`src/rtl/instruction_loader_if.sv`:
```
// -----------------------------------------------------------------------------
// instruction_loader_if
// Bundles the loader's host-side byte stream handshake and its instruction-RAM
// write port / core-control outputs.
//
// Signals:
//   start                  single-cycle load request (host -> loader)
//   byte_in[7:0]           stream byte (host -> loader)
//   byte_valid             byte_in valid (host -> loader)
//   byte_ready             loader accepts a byte this cycle (loader -> host)
//   i_ram_input[31:0]      assembled instruction word (loader -> RAM)
//   i_ram_writing_address  RAM word address (loader -> RAM)
//   flag_write_i_ram       RAM write enable pulse (loader -> RAM)
//   cpu_hold               core stall (loader -> core)
//   load_done              load finished successfully (loader -> host)
//   load_error             framing error, bad word count (loader -> host)
//
// Modports: slave = loader side, master = host/bench side.
// -----------------------------------------------------------------------------
interface instruction_loader_if #(
   parameter int ADDR_WIDTH = 10
);
   logic                  start;
   logic [7:0]            byte_in;
   logic                  byte_valid;
   logic                  byte_ready;
   logic [31:0]           i_ram_input;
   logic [ADDR_WIDTH-1:0] i_ram_writing_address;
   logic                  flag_write_i_ram;
   logic                  cpu_hold;
   logic                  load_done;
   logic                  load_error;

   modport slave (
      input  start, byte_in, byte_valid,
      output byte_ready, i_ram_input, i_ram_writing_address,
             flag_write_i_ram, cpu_hold, load_done, load_error
   );

   modport master (
      output start, byte_in, byte_valid,
      input  byte_ready, i_ram_input, i_ram_writing_address,
             flag_write_i_ram, cpu_hold, load_done, load_error
   );
endinterface

```
`src/rtl/instruction_loader.sv`:
```
// -----------------------------------------------------------------------------
// instruction_loader
// Fills the instruction RAM from a byte stream before the processor runs.
// The stream is a word count N (1..MAX_WORDS) followed by 4N bytes, each word
// sent MSB first. Every completed word is written to the RAM with a one-cycle
// write pulse at consecutive word addresses starting at 0. The core is held
// for the whole load and released once the last word has been written.
//
// Ports:
//   clock   system clock, rising edge
//   reset   synchronous active-high reset, returns the loader to IDLE
//   io_bus  instruction_loader_if.slave: start / byte stream handshake in,
//           RAM write port, cpu_hold, load_done, load_error out
// -----------------------------------------------------------------------------
module instruction_loader #(
   parameter int MAX_WORDS  = 20,
   parameter int ADDR_WIDTH = 10
) (
   input  logic                  clock,
   input  logic                  reset,
   instruction_loader_if.slave   io_bus
);

   localparam int         CNT_W = $clog2(MAX_WORDS + 1);
   localparam logic [7:0] MAX_N = 8'(MAX_WORDS);

   localparam logic [2:0] S_IDLE  = 3'd0;
   localparam logic [2:0] S_COUNT = 3'd1;
   localparam logic [2:0] S_BYTES = 3'd2;
   localparam logic [2:0] S_WRITE = 3'd3;
   localparam logic [2:0] S_DONE  = 3'd4;
   localparam logic [2:0] S_ERROR = 3'd5;

   logic [2:0]            r_state;
   logic [CNT_W-1:0]      r_count;      // latched word count N
   logic [CNT_W-1:0]      r_idx;        // index of the word being assembled
   logic [1:0]            r_byte_cnt;   // bytes of the current word received
   logic [23:0]           r_shift;      // first three bytes of the current word
   logic [31:0]           r_data;
   logic [ADDR_WIDTH-1:0] r_addr;

   logic w_ready;
   logic w_accept;
   logic w_count_ok;

   assign w_ready    = (r_state == S_COUNT) || (r_state == S_BYTES);
   assign w_accept   = w_ready && io_bus.byte_valid;
   assign w_count_ok = (io_bus.byte_in != 8'd0) && (io_bus.byte_in <= MAX_N);

   always_ff @(posedge clock) begin
      if (reset) begin
         r_state    <= S_IDLE;
         r_count    <= '0;
         r_idx      <= '0;
         r_byte_cnt <= '0;
         r_data     <= '0;
         r_addr     <= '0;
      end else begin
         case (r_state)
            S_IDLE, S_DONE, S_ERROR: begin
               if (io_bus.start) begin
                  r_state <= S_COUNT;
               end
            end
            S_COUNT: begin
               if (w_accept) begin
                  if (w_count_ok) begin
                     r_count    <= io_bus.byte_in[CNT_W-1:0];
                     r_idx      <= '0;
                     r_byte_cnt <= '0;
                     r_state    <= S_BYTES;
                  end else begin
                     r_state <= S_ERROR;
                  end
               end
            end
            S_BYTES: begin
               if (w_accept) begin
                  r_byte_cnt <= r_byte_cnt + 2'd1;
                  // The 4th byte completes the word: capture it straight into
                  // the RAM data/address registers so they stay stable outside
                  // the write cycle while the shift register keeps assembling.
                  if (r_byte_cnt == 2'd3) begin
                     r_data  <= {r_shift, io_bus.byte_in};
                     r_addr  <= ADDR_WIDTH'(r_idx);
                     r_state <= S_WRITE;
                  end
               end
            end
            S_WRITE: begin
               if (r_idx == r_count - 1'b1) begin
                  r_state <= S_DONE;
               end else begin
                  r_idx   <= r_idx + 1'b1;
                  r_state <= S_BYTES;
               end
            end
            default: r_state <= S_IDLE;
         endcase
      end
   end

   // Assembly register carries no control meaning, so it is left unreset.
   always_ff @(posedge clock) begin
      if ((r_state == S_BYTES) && w_accept) begin
         r_shift <= {r_shift[15:0], io_bus.byte_in};
      end
   end

   assign io_bus.byte_ready            = w_ready;
   assign io_bus.flag_write_i_ram      = (r_state == S_WRITE);
   assign io_bus.i_ram_input           = r_data;
   assign io_bus.i_ram_writing_address = r_addr;
   // Core stays held on error so it never runs a partially loaded program.
   assign io_bus.cpu_hold              = (r_state == S_COUNT) || (r_state == S_BYTES) ||
                                         (r_state == S_WRITE) || (r_state == S_ERROR);
   assign io_bus.load_done             = (r_state == S_DONE);
   assign io_bus.load_error            = (r_state == S_ERROR);

endmodule

```
`src/flat_wrapper.sv`:
```
// flat-port wrapper written by rule: the top's interface ports become plain ports
module instruction_loader_flat 
#(
   parameter int MAX_WORDS  = 20,
   parameter int ADDR_WIDTH = 10
)
  (clock, reset, io_bus_start, io_bus_byte_in, io_bus_byte_valid, io_bus_byte_ready, io_bus_i_ram_input, io_bus_i_ram_writing_address, io_bus_flag_write_i_ram, io_bus_cpu_hold, io_bus_load_done, io_bus_load_error);
  instruction_loader_if #(.ADDR_WIDTH(ADDR_WIDTH)) io_bus_i ();
  input  logic clock;
  input  logic reset;
  input wire logic [$bits(io_bus_i.start)-1:0] io_bus_start;
  input wire logic [$bits(io_bus_i.byte_in)-1:0] io_bus_byte_in;
  input wire logic [$bits(io_bus_i.byte_valid)-1:0] io_bus_byte_valid;
  output wire logic [$bits(io_bus_i.byte_ready)-1:0] io_bus_byte_ready;
  output wire logic [$bits(io_bus_i.i_ram_input)-1:0] io_bus_i_ram_input;
  output wire logic [$bits(io_bus_i.i_ram_writing_address)-1:0] io_bus_i_ram_writing_address;
  output wire logic [$bits(io_bus_i.flag_write_i_ram)-1:0] io_bus_flag_write_i_ram;
  output wire logic [$bits(io_bus_i.cpu_hold)-1:0] io_bus_cpu_hold;
  output wire logic [$bits(io_bus_i.load_done)-1:0] io_bus_load_done;
  output wire logic [$bits(io_bus_i.load_error)-1:0] io_bus_load_error;
  assign io_bus_i.start = io_bus_start;
  assign io_bus_i.byte_in = io_bus_byte_in;
  assign io_bus_i.byte_valid = io_bus_byte_valid;
  assign io_bus_byte_ready = io_bus_i.byte_ready;
  assign io_bus_i_ram_input = io_bus_i.i_ram_input;
  assign io_bus_i_ram_writing_address = io_bus_i.i_ram_writing_address;
  assign io_bus_flag_write_i_ram = io_bus_i.flag_write_i_ram;
  assign io_bus_cpu_hold = io_bus_i.cpu_hold;
  assign io_bus_load_done = io_bus_i.load_done;
  assign io_bus_load_error = io_bus_i.load_error;
  instruction_loader #(.MAX_WORDS(MAX_WORDS), .ADDR_WIDTH(ADDR_WIDTH)) u_core (.clock(clock), .reset(reset), .io_bus(io_bus_i));
endmodule
```
`config.mk`:
```
export PLATFORM = sky130hd
export DESIGN_NAME = instruction_loader_flat
export DESIGN_NICKNAME = d
export VERILOG_FILES = /design/src/rtl/instruction_loader_if.sv /design/src/rtl/instruction_loader.sv /design/src/flat_wrapper.sv
export SDC_FILE = /design/constraint.sdc
export NUM_CORES = 1
export LEC_CHECK = 0
export BUFFER_PORTS_ARGS = -buffer_cell sky130_fd_sc_hd__buf_2
export CAP_MARGIN = 20
export CORE_MARGIN = 3
export CORE_UTILIZATION = 54
export CTS_CLUSTER_SIZE = 16
export DETAILED_ROUTE_END_ITERATION = 10
export GPL_ROUTABILITY_DRIVEN = 0
export PLACE_DENSITY = 0.82
export REMOVE_ABC_BUFFERS = 1
export SYNTH_ARGS = -nofsm -noshare
export SYNTH_HDL_FRONTEND = slang
export SYNTH_SLANG_ARGS = --single-unit
export TNS_END_PERCENT = 1
```
`constraint.sdc`:
```
create_clock -name clock -period 3 [get_ports clock]
set_input_delay 0.45 -clock clock [delete_from_list [all_inputs] [get_ports clock]]
set_output_delay 0.45 -clock clock [all_outputs]
set_load 0.02 [all_outputs]
```
# ---- Word level (Yosys, flattened, before mapping)
# Cells that the tools add are included.
dict set report word_totals {
  ff_bits 76
  latch_bits 0
  mem_bits_rw 0
  romBits 0
  input_bits 12
  word_cells 55
  n_memories 0
}
dict set report classes {
  add_sub_neg 3
  n_mul 0
  div_mod_pow 0
  order_cmp 1
  eq_ne 13
  n_shift 0
  mux 15
  bitwise_logic 0
  n_reduce_logical 16
}
# operator n
set ops {}
lappend ops {{$mux W3} 6}
lappend ops {{$mux W5} 3}
lappend ops {{$pmux W3 S4} 1}
lappend ops {{$reduce_and A4 Y1} 3}
lappend ops {{$pmux W5 S2} 1}
lappend ops {{$le A8 B5 Y1 const B} 1}
lappend ops {{$reduce_bool A8 Y1} 1}
lappend ops {{$eq A3 B2 Y1 const B} 2}
lappend ops {{$eq A3 B3 Y1 const B} 2}
lappend ops {{$mux W2} 3}
lappend ops {{$ne A2 B1 Y1 const B} 3}
lappend ops {{$ne A2 B2 Y1 const B} 3}
lappend ops {{$reduce_and A3 Y1} 2}
lappend ops {{$add A5 B1 Y5 const B} 1}
lappend ops {{$eq A5 B5 Y1} 1}
lappend ops {{$sub A5 B1 Y5 const B} 1}
lappend ops {{$pmux W2 S2} 1}
lappend ops {{$reduce_bool A2 Y1} 2}
lappend ops {{$eq A3 B1 Y1 const B} 1}
lappend ops {{$logic_and A1 B1 Y1} 3}
lappend ops {{$logic_not A3 Y1} 1}
lappend ops {{$logic_or A1 B1 Y1} 3}
lappend ops {{$reduce_or A3 Y1} 1}
lappend ops {{$add A2 B1 Y2 const B} 1}
lappend ops {{$eq A2 B2 Y1 const B} 1}

# ---- Depth between registers and ports, before layout
dict set report depth {
  depth_word 5
  depth_mapped 8
  mapped_depth_nobuf 7
}

# ---- Worst setup path before layout
# Ideal clock, no wire load.
dict set report synth_path {
  path_type {register -> register}
  startpoint {reg u_core.r_state[2]}
  endpoint {reg u_core.r_data[10], in the netlist u_core.io_bus.i_ram_input[10]}
  arrival_ns 2.561
  required_time_ns 2.868
  path_slack_ns 0.307
  stages_incl_launch_ff 8
  path_buffers 2
  synth_period_minus_slack_ns 2.693
  cell_sequence {dfxtp_1 -> buf_6 -> nand2b_1 -> nor2_1 -> nand2_1 -> clkbuf_1 -> nand2_1 -> a21oi_1}
}
dict set report synth_via {
  elab_chain_cells 4
  elab_cells_between_ends 5
}
# element line_no
set synth_rtl {}
lappend synth_rtl {{start: declaration} instruction_loader.sv:34} ;# logic [2:0] r_state;
lappend synth_rtl {{start signal: assignment} instruction_loader.sv:52} ;# r_state <= S_IDLE;
lappend synth_rtl {{start signal: assignment} instruction_loader.sv:62} ;# r_state <= S_COUNT;
lappend synth_rtl {{start signal: assignment} instruction_loader.sv:71} ;# r_state <= S_BYTES;
lappend synth_rtl {{$eq A3 B1 Y1 / $eq A3 B2 Y1 (equally long branches)} {instruction_loader.sv:46, instruction_loader.sv:59}}
lappend synth_rtl {{$logic_or A1 B1 Y1} instruction_loader.sv:46} ;# assign w_ready = (r_state == S_COUNT) || (r_state == S_BYTES);
lappend synth_rtl {{$logic_and A1 B1 Y1} instruction_loader.sv:47} ;# assign w_accept = w_ready && io_bus.byte_valid;
lappend synth_rtl {{$reduce_and A3 Y1 (no line) (*)} n/a}
lappend synth_rtl {{end signal: assignment} instruction_loader.sv:84} ;# r_data <= {r_shift, io_bus.byte_in};
lappend synth_rtl {{end: declaration} instruction_loader.sv:39} ;# logic [31:0] r_data;
# Mark *: on every way between the ends. The rest lies on a longest branch, timed or not.
# A chain may end at the register's enable or synchronous reset.

# ---- Final worst setup path
dict set report layout_path {
  startpoint {reg u_core.r_count[0]}
  endpoint {reg u_core.r_idx[3]}
}
dict set report layout_via {
  elab_chain_cells 4
}
# element line_no
set layout_rtl {}
lappend layout_rtl {{start: declaration} instruction_loader.sv:35} ;# logic [CNT_W-1:0] r_count;
lappend layout_rtl {{start signal: assignment} instruction_loader.sv:68} ;# r_count <= io_bus.byte_in[CNT_W-1:0];
lappend layout_rtl {{$sub A5 B1 Y5} instruction_loader.sv:91} ;# if (r_idx == r_count - 1'b1) begin
lappend layout_rtl {{$eq A5 B5 Y1} instruction_loader.sv:91}
lappend layout_rtl {{$ne A2 B2 Y1 (no line)} n/a}
lappend layout_rtl {{$reduce_and A4 Y1 (no line)} n/a}
lappend layout_rtl {{end signal: assignment} instruction_loader.sv:94} ;# r_idx <= r_idx + 1'b1;
lappend layout_rtl {{end: declaration} instruction_loader.sv:36} ;# logic [CNT_W-1:0] r_idx;
# Every way passes these cells.

==> metrics.csv <==
metric,value,unit
cp_top_family,compound AO/OA/AOI/OAI gates,
routed_via_density,5.35,
routed_wl,6100,um
crit_path_start_kind,register,
grt_use_total,0.200,
ys_seq_area_frac,0.584,
synth_cells,307,
clock.fmax,465,MHz
drc,0,
grt_max_degree,38,
cts_buffers,9,
synth-compound-area-share,0.148,
dieArea,6520,um2
cap_violations,0,
path_buf_inv,1,
io_buffers,53,
cts_hold_buffers,0,
end_kind,register,
syn_to_final_growth,16.8,%
hold_path_class,input pin to register,
multi_input_area,1140,um2
syn_area,3020,um2
fin_ws,848,ps
arrival,2410,ps
clock_path_buffers,2,
ant_nets,0,
die_h,80.8,um
fin_crit,2150,ps
first_pass_iters,5,
p_per_area,560,nW/um2
start_util,0.573,
final_nets,374,
p_leak,0.00135,uW
synth-async-reset-ratio,0,
die_width,80.8,um
wl_per_cell,14.0,um
synth_simple_gate_area_frac,0.176,
post_cts_resized,0,
rsz0062_at_grt,no,
drive_gt1_frac,0.220,
synth_top_family_by_area,simple AND/OR/NAND/NOR gates,
vias,2320,
gr-total-overflow,0,
startpoint,u_core.r_count[0],
synthFlopType,dfxtp_1,
synth.area.mux_share,0.0199,
period_share,0.717,
cts_root_buf,clkbuf_8,
hold_path_depth,1,
drtIter0Drc,123,
dp_slack,871,ps
clk_pin_slew,70,ps
crit_path_top_delay_cell,a311oi_4,
path_cells,inv_1 > ha_1 > nor2b_1 > or3_1 > a311oi_4 > o21ai_0 > a21boi_0,
ir_drop,307,uV
num_antenna_cells,0,
num_io_pins,59,
status,"finished, final reports clean",
post-cts-setup-buffers,0,
synth_top_cell_by_area,dfxtp_1,
regArea,1760,um2
crit_fanout,10,
maxSlewHeadroom,0.644,
fin_worst_skew,6.64,ps
cts_tree,done,
dpl.hpwl,4140,um
grt_pass1_vias,2167,
worstPathRequired,3260,ps
synth_edf_count,24,
fill_cells,421,
setup_viol,0,
rrSetupSlack,850,ps
htree_levels,3,
hold_violations,0,
clk_latency,340,ps
hp-start,io_bus_byte_in[7],
holdWs,321,ps
syn_avg_cell_area,9.83,um2
yosysUniqueCellTypes,46,
synth-seq-cells,76,
r2r_start,u_core.r_count[0],
synth_top_area_frac,0.345,
min_to,u_core.r_shift[7],
path_class,register to register,
grt_first_pass_wirelength,10000,um
synthAdderAreaFrac,0.0124,
drv_slew,0,
worstRegToRegCells,7,
antenna_found_initial,0,
cts_sinks,76,
yosys_warnings,0,
core_region_area,5270,um2
synth_xor_area_frac,0.0145,
r2r-end,u_core.r_idx[3],
rows,26,
worst_pin_slew,533,ps
max_stage_delay,540,ps
synthTopCellsByArea,"dfxtp_1 (34%), edfxtp_1 (24%), nand2_1 (9.9%)",
[worst max path at each step]
stage / to / slack [ps] / cells after the start
3_5_place_dp: u_core.r_idx[0] / 870 / 6
3_3_place_gp: u_core.r_idx[0] / 920 / 6
4_1_cts: u_core.io_bus.i_ram_input[9] / 840 / 6
2_1_floorplan: u_core.io_bus.i_ram_input[0] / -120 / 5
5_1_grt: u_core.io_bus.i_ram_input[21] / 590 / 6
6_report: u_core.r_idx[3] / 850 / 7
[sequential cells by signal, indices dropped and copies added (netlist names)]
| register | cells |
|---|---|
| u_core.r_shift | 24 |
| u_core.r_count | 5 |
| u_core.r_idx | 5 |
| u_core.r_byte_cnt | 2 |
| u_core.io_bus.i_ram_input | 32 |
| u_core.r_state | 3 |
| u_core.io_bus.i_ram_writing_address | 5 |
[per-layer routing]
layer | vias up | part of all wire | wire length [um] | track usage
li1 | 1146 | - | - | -
met1 | 1099 | 0.43 | 2620 | 0.248
met2 | 68 | 0.50 | 3020 | 0.336
met3 | 7 | 0.065 | 394 | 0.0654
met4 | 0 | 0.011 | 65 | 0.0574
met5 | - | 0 | 0 | 0
[area by class of cell]
cell class / count / area share
clock inverter: 6 / 0.0252
inverter: 5 / 0.00532
sequential: 76 / 0.500
multi-input combinational: 209 / 0.323
timing repair buffer: 58 / 0.0859
tap: 70 / 0.0248
clock buffer: 10 / 0.0362
[stage by stage]
step	cell area [um2]	std cells	setup TNS (ps)	power, uW	utilization
2_1_floorplan	2920	290	-4280	1130	-
3_3_place_gp	3310	418	0	1160	0.628
3_5_place_dp	3310	418	0	1160	0.628
4_1_cts	3530	434	0	1990	0.669
5_1_grt	3530	434	0	2040	0.669
6_report	3530	434	0	1970	0.669
[power breakdown]
part / internal, uW / leakage (uW) / switching, uW / total (uW)
Clock: 468 / 0.000102 / 368 / 837
Sequential: 1060 / 0.000635 / 6.79 / 1060
Combinational: 25.0 / 0.000614 / 47.5 / 72.5
[worst register-to-register path: stages, from the launching register on]
cell	delay, ps
dfxtp_1	400
inv_1	60
ha_1	230
nor2b_1	140
or3_1	360
a311oi_4	540
o21ai_0	170
a21boi_0	180
[cells in the mapped netlist, drive strengths merged (2+ instances only)]
cell type,number
a21boi,3
a21oi,42
a32oi,2
buf,12
clkbuf,9
dfxtp,52
edfxtp,24
ha,3
inv,5
mux2i,6
nand2,80
nand2b,5
nand4,2
nor2,14
nor2b,2
nor3,3
nor4bb,2
o211ai,3
o21a,2
o21ai,9
or3,4
xnor2,3
xor2,2
[cells in the final DEF, fill, tap and decap left out, drive strengths merged, types with 2 or more instances in the layout]
cell / instances
o211ai: 3
a21oi: 42
ha: 3
clkbuf: 10
nor3: 3
xor2: 2
mux2i: 6
nor2b: 2
a21boi: 3
clkinvlp: 2
bufinv: 2
nor4bb: 2
o21a: 2
dfxtp: 52
inv: 5
nand2b: 5
conb: 5
o21ai: 9
nand2: 80
nand4: 2
a32oi: 2
clkinv: 2
buf: 58
nor2: 14
edfxtp: 24
or3: 4
xnor2: 3
[cell families (layout without fill, tap and decap cells)]
kind of cell | count (synthesis) | after routing
and+or+nand+nor | 119 | 119
DFF | 76 | 76
AOI/OAI and AO/OA | 71 | 71
buffers and inverters | 26 | 79
muxes | 6 | 6
xor gates and xnor gates | 5 | 5
adders and majority gates | 3 | 3
other | 1 | 5
(Power assumes the default switching activity.)
